<file path="config.mk">
export PLATFORM = sky130hd
export DESIGN_NAME = serial_mag_comp
export DESIGN_NICKNAME = d
export VERILOG_FILES = /design/src/rtl/serial_mag_comp_pkg.sv /design/src/rtl/comp_digit2.sv /design/src/rtl/serial_mag_comp.sv
export SDC_FILE = /design/constraint.sdc
export NUM_CORES = 1
export LEC_CHECK = 0
export ABC_AREA = 1
export CORE_MARGIN = 5
export CORE_UTILIZATION = 45
export DETAILED_ROUTE_END_ITERATION = 7
export PLACE_DENSITY = 0.7
export RECOVER_POWER = 50
export SETUP_SLACK_MARGIN = 0.05
export SKIP_LAST_GASP = 1
export SYNTH_ARGS = -nofsm -noshare
export SYNTH_HDL_FRONTEND = slang
export SYNTH_SLANG_ARGS = --single-unit
</file>
<file path="constraint.sdc">
create_clock -name clk -period 4.54 [get_ports clk]
set_clock_uncertainty 0.2 [all_clocks]
set_input_delay 0.908 -clock clk [delete_from_list [all_inputs] [get_ports clk]]
set_output_delay 0.908 -clock clk [all_outputs]
set_load 0.02 [all_outputs]
</file>
<file path="src/rtl/serial_mag_comp_pkg.sv">
`default_nettype none
// ============================================================================
// Module   : serial_mag_comp_pkg
// Purpose  : Shared types and constants for the serial magnitude comparator.
//            Defines the FSM state encoding, the one-hot relation type
//            {lt, eq, gt}, and the relation constants.
// Ports    : (package, no ports)
// Revision : 1.0 - initial release
// ============================================================================
package serial_mag_comp_pkg;

    // FSM state encoding
    typedef logic [0:0] state_t;
    localparam state_t ST_IDLE = 1'b0;
    localparam state_t ST_SCAN = 1'b1;

    // One-hot relation, MSB first: {lt, eq, gt}
    typedef struct packed {
        logic lt;
        logic eq;
        logic gt;
    } rel_t;

    localparam rel_t REL_LT   = 3'b100;
    localparam rel_t REL_EQ   = 3'b010;
    localparam rel_t REL_GT   = 3'b001;
    localparam rel_t REL_NONE = 3'b000;

endpackage : serial_mag_comp_pkg
`default_nettype wire

</file>
<file path="src/rtl/comp_digit2.sv">
`default_nettype none
// ============================================================================
// Module   : comp_digit2
// Purpose  : Combinational 2-bit unsigned magnitude compare producing a
//            one-hot {lt, eq, gt} relation.
// Ports    : i_a   [1:0]  digit A
//            i_b   [1:0]  digit B
//            o_rel rel_t  one-hot relation of A versus B
// Revision : 1.0 - initial release
// ============================================================================
module comp_digit2
    import serial_mag_comp_pkg::*;
(
    input  logic [1:0] i_a,
    input  logic [1:0] i_b,
    output rel_t       o_rel
);

    always_comb begin
        o_rel = REL_EQ;
        if (i_a < i_b) begin
            o_rel = REL_LT;
        end else if (i_a > i_b) begin
            o_rel = REL_GT;
        end
    end

endmodule : comp_digit2
`default_nettype wire

</file>
<file path="src/rtl/serial_mag_comp.sv">
`default_nettype none
// ============================================================================
// Module   : serial_mag_comp
// Purpose  : Multi-digit unsigned magnitude comparator. Operands are captured
//            on an accepted start and scanned two bits per clock, MSB digit
//            first; the scan stops at the first differing digit. The result
//            is a registered one-hot {lt, eq, gt} with a one-cycle done pulse.
// Ports    : clk    rising-edge clock
//            rst    synchronous active-high reset
//            start  comparison request, sampled only when idle
//            a, b   [WIDTH-1:0] operands, captured on accepted start
//            busy   high while scanning
//            done   one-cycle pulse when the result becomes valid
//            lt/eq/gt  registered one-hot relation of A versus B
// Revision : 1.0 - initial release
// ============================================================================
module serial_mag_comp
    import serial_mag_comp_pkg::*;
#(
    parameter int WIDTH = 8
)(
    input  logic             clk,
    input  logic             rst,
    input  logic             start,
    input  logic [WIDTH-1:0] a,
    input  logic [WIDTH-1:0] b,
    output logic             busy,
    output logic             done,
    output logic             lt,
    output logic             eq,
    output logic             gt
);

    localparam int NDIG = WIDTH / 2;
    // Keep the counter at least one bit wide for the single-digit case
    localparam int CW   = (NDIG > 1) ? $clog2(NDIG) : 1;

    generate
        if ((WIDTH < 2) || ((WIDTH % 2) != 0)) begin : g_bad_width
            $error("serial_mag_comp: WIDTH must be even and >= 2");
        end
    endgenerate

    state_t           r_state;
    logic [WIDTH-1:0] r_sa;
    logic [WIDTH-1:0] r_sb;
    logic [CW-1:0]    r_cnt;
    logic             r_busy;
    logic             r_done;
    rel_t             r_rel;
    rel_t             w_rel;

    // Only the top digit of each shift register is ever inspected
    comp_digit2 u_digit (
        .i_a   (r_sa[WIDTH-1 -: 2]),
        .i_b   (r_sb[WIDTH-1 -: 2]),
        .o_rel (w_rel)
    );

    always_ff @(posedge clk) begin
        if (rst) begin
            r_state <= ST_IDLE;
            r_sa    <= '0;
            r_sb    <= '0;
            r_cnt   <= '0;
            r_busy  <= 1'b0;
            r_done  <= 1'b0;
            r_rel   <= REL_NONE;
        end else begin
            r_done <= 1'b0;
            case (r_state)
                ST_IDLE: begin
                    if (start) begin
                        r_sa    <= a;
                        r_sb    <= b;
                        r_cnt   <= CW'(NDIG - 1);
                        r_rel   <= REL_NONE;
                        r_busy  <= 1'b1;
                        r_state <= ST_SCAN;
                    end
                end
                ST_SCAN: begin
                    // Decide on the first unequal digit, or on the last digit
                    if ((w_rel != REL_EQ) || (r_cnt == '0)) begin
                        r_rel   <= w_rel;
                        r_done  <= 1'b1;
                        r_busy  <= 1'b0;
                        r_state <= ST_IDLE;
                    end else begin
                        r_sa  <= r_sa << 2;
                        r_sb  <= r_sb << 2;
                        r_cnt <= r_cnt - CW'(1);
                    end
                end
                default: begin
                    r_state <= ST_IDLE;
                end
            endcase
        end
    end

    assign busy = r_busy;
    assign done = r_done;
    assign lt   = r_rel.lt;
    assign eq   = r_rel.eq;
    assign gt   = r_rel.gt;

endmodule : serial_mag_comp
`default_nettype wire
</file>
* Yosys cells after proc, flatten, opt, wreduce, memory -nomap -nowiden
Cells that the tools add are included.
Storage, ports and cells: flip-flop bits (word level) 24, input port bits 19
Cells by class: order comparisons 2, reductions and logical operators 5, mux-type cells 21, bitwise gates (word level) 1, equal/unequal tests 4, add/sub/neg operators 1
Operator list (number):
- 2-to-1 mux 8 bit | 4
- case mux 8 bit (2 select lines) | 2
- 2-to-1 mux 3 bit | 3
- 2-to-1 mux 2 bit | 3
- case mux 3 bit (2 select lines) | 1
- 2-to-1 mux 1 bit | 5
- inequality test 2 bit (second input constant) | 2
- case mux 1 bit (2 select lines) | 2
- case mux 2 bit (2 select lines) | 1
- AND reduction 2 bit | 2
- inequality test 3 x 2 -> 1 bit (second input constant) | 1
- greater-than comparator 2 bit | 1
- logical NOT 2 bit | 1
- < comparator 2 bit | 1
- inequality test 2 x 1 -> 1 bit (second input constant) | 1
- OR reduction 2 bit | 1
- subtractor 2 x 1 -> 2 bit (second input constant) | 1
- logical OR 1 bit | 1
- NOT 1 bit | 1

* Depth between registers and ports, before layout
depth after elaboration 7, mapped depth 10, depth with buffers taken out 10

* Modules after synthesis
Synthesis repeated with hierarchy kept, for this count alone.
Unflattened totals: cell total of the unflattened synthesis 163, area total of the unflattened synthesis 1134.8 um2
Modules (own cells, without submodules):
- serial_mag_comp | area each 1068.5 um2, instances 1, cells an instance 151
- comp_digit2 | area each 66.3 um2, instances 1, cells an instance 12

* Worst setup path after synthesis
Ideal clock, no wire load.
path type input -> register, start point input start, end point register r_sa[2], data required time 4.225 ns, data arrival time 1.489 ns, path buffers 1, path slack 2.736 ns, cell stages on the path 6, cell sequence inv_1 -> nor2_8 -> inv_4 -> clkbuf_8 -> a21oi_1 -> nor2_1
On the way: cells in the longest elaborated chain, start to end 2
Ends and longest elaborated chain:
- from (decl) | line serial_mag_comp.sv:24 | input logic start,
- inequality test 2 bit (no line)
- AND reduction 2 bit (no line)
- to (signal assigned) | line serial_mag_comp.sv:90 | r_sa <= r_sa << 2;
- to (decl) | line serial_mag_comp.sv:45 | logic [WIDTH-1:0] r_sa;
No other way between the ends. A chain may end at the register's enable or synchronous reset.

* Worst setup path after layout
start point input start, end point register r_sb[4]
On the way: cells in the longest elaborated chain, start to end 2
Ends and longest elaborated chain:
- inequality test 2 bit (no line)
- AND reduction 2 bit (no line)
- to (signal assigned) | line serial_mag_comp.sv:91 | r_sb <= r_sb << 2;
- to (decl) | line serial_mag_comp.sv:46 | logic [WIDTH-1:0] r_sb;
No other way between the ends.

==> results.cfg <==
[power_and_ir_drop]
swShare = 0.2896
vdd_drop_max_mv = 0.1998
power_frac_comb = 0.253
p_per_area_nw_per_um2 = 315.8
p_leak_nw = 0.6651
p_sw_mw = 0.1381
p_int_mw = 0.3389
pwr-share-clk = 0.236
sequentialPowerShare = 0.511

[route]
drt_wl_total_mm = 2.438
viasPerCell = 4.980
drcViolationCount = 0
drtIter0Drc = 60
dr.pass1.iters = 4
antenna_left = 0
wl_per_cell_um = 12.31
num_vias = 986

[logic_synthesis]
synthTopCellsByArea = dfxtp_1 (37%), mux2_4 (8.0%), nand2_1 (6.3%), nand3b_1 (5.7%), nor2_1 (4.9%)
ys_warn_count = 0
async_flop_share = 0
synth_top_area_cell = dfxtp_1
syn_area_um2 = 1306
synth_edf_count = 0
ys_ff_latch = 24
synth_ff_type = dfxtp_1
synth_top_area_frac = 0.3678
avgSynthCellArea_um2 = 8.708
synth.yosys.seq_area_share = 0.3678
syn_inst = 150
synth.distinct_cells = 24
syn_nets = 172

[setup_path]
critPathArrivalTime_ns = 3.21
slowest_delay_ns = 0.95
cp_max_fo = 33
crit_type = in2reg
worstPathCellList = dlygate4sd3_1, inv_1, nor2_8, clkinvlp_2, nand3b_1, nand2_1, nor2_1
cp-end-kind = flop
critPathSlowestCell = clkinvlp_2
worstSetupStartpointType = input pin
crit_required_ns = 4.60

[layout]
multi_input_area_um2 = 670.6
final_cell_mix = dfxtp_1 (24), nand2_1 (22), nor2_1 (17)
regArea_um2 = 480.5
final_common_cell = dfxtp_1
fin_nets = 190
postLayoutCellArea_um2 = 1510
fill_cells = 281
area_growth_pct = 15.61
drive_gt1_frac = 0.1677
antennaDiodeCount = 0

[sta]
setup_violations = 0
tns_ns = 0
rsz0062_at_grt = false
hold_viol_final = 0
max_freq_mhz = 317.4
fin_crit_sh = 0.6939
max_slew_margin = 0.2069
max_slew.worst_pin.slew_ns = 1.183
slew_viol_final = 0
timing.final.crit_period_ns = 3.150

[floorplan]
die-area_um2 = 4080
die_w_um = 63.88
dieHeight_um = 63.88
core_area_um2 = 2758
rows = 19
initial_core_util = 0.4737
io_pins = 24

[global_routing]
first_global_vias = 986
grt_pass1_wl_mm = 4.422
grt_max_degree = 34
grt_use_total = 0.1311
antenna_found_initial = 0
overflow = 0

[cts]
post_cts_buffers = 0
htree_levels = 1
clk_pin_slew_ns = 0.13
root_buffer = clkbuf_4
cts.sinks = 24
numCtsBuffers = 3
postCtsResizedCells = 0
hold_buffers = 0
clk_latency_ns = 0.31
cts_tree = done
cts_buffer_depth = 2

[placement]
place_congestion = 0.7548
port_buffers = 23
hpwl_mm = 1.689
placed_cell_area_um2 = 1475

[run_status]
status = finished, final reports clean

[run]
drv_cap = 0

[worst_hold_path]
hp-class = reg2reg
==> cells by family (layout without fill, tap and decap cells) <==
group	after synthesis	after routing	synth area share
AND/OR/NAND/NOR	64	64	0.2529
flip-flops	24	24	0.3678
buffers and inverters	24	41	0.1188
AO/OA/AOI/OAI	23	23	0.1082
multiplexers	12	12	0.1236
adder cells (fa/ha/maj)	3	3	0.02874
==> worst paths after layout <==
kind	start	endpoint	slack [ns]	depth (start not counted)
hold reg to reg	eq	eq	0.29	2
setup reg to reg	r_state	r_sb[4]	1.79	5
hold / removal	eq	eq	0.29	2
setup / recovery	start	r_sb[4]	1.39	7
==> synthesized netlist by cell type (2+ instances only) <==
master,n
mux2_2,5
inv_1,12
ha_1,3
nor2_1,17
a21oi_2,7
buf_4,3
o21ai_0,3
buf_6,3
nand2_1,22
nand3_1,11
mux2_4,7
buf_2,2
dfxtp_1,24
nand3b_1,10
a21oi_1,12
==> through the flow <==
stage	utilization	setup WS (ns)	total power [mW]	hold WS, ns	cells
floorplan	-	2.736	0.3439	0.2535	150
finish	0.5476	1.390	0.4770	0.2911	198
CTS	0.5481	2.135	0.4828	0.2955	198
global placement	0.5349	2.119	0.3681	0.2676	194
global route	0.5476	1.108	0.5142	0.3197	198
detailed placement	0.5349	2.081	0.3711	0.2750	194
==> sequential cells by signal, indices dropped and copies added, names as in the netlist <==
name,cells
r_sb,8
gt,1
busy,1
lt,1
eq,1
r_cnt,2
r_sa,8
done,1
r_state,1
==> critical path: cells and delay by family <==
family,cells,cell delay (ns)
buf+inv,3,1.57
simple gates,4,0.70
==> power by group through the flow <==
| stage | logic (mW) | registers, mW | clock network (mW) |
|---|---|---|---|
| floorplan | 0.0998 | 0.244 | 0 |
| global placement | 0.121 | 0.247 | 0 |
| detailed placement | 0.123 | 0.248 | 0 |
| CTS | 0.124 | 0.244 | 0.115 |
| global route | 0.138 | 0.246 | 0.130 |
| finish | 0.121 | 0.244 | 0.113 |
==> metal layers <==
| metal | GRT usage | routed length (um) |
|---|---|---|
| met4 | 0.04675 | 23 |
| met2 | 0.1859 | 1070 |
| met5 | 0 | 0 |
| met3 | 0.04553 | 140 |
| met1 | 0.1827 | 1202 |
==> cell type report <==
cell class                      instances  share of cell area
Timing Repair Buffer                   23              0.1524
Sequential cell                        24              0.3181
Clock buffer                            4             0.02403
Inverter                               14             0.03563
Tap cell                               31             0.02568
Multi-Input combinational cell        102              0.4441
No activity file was read; power rests on OpenSTA's default activity.
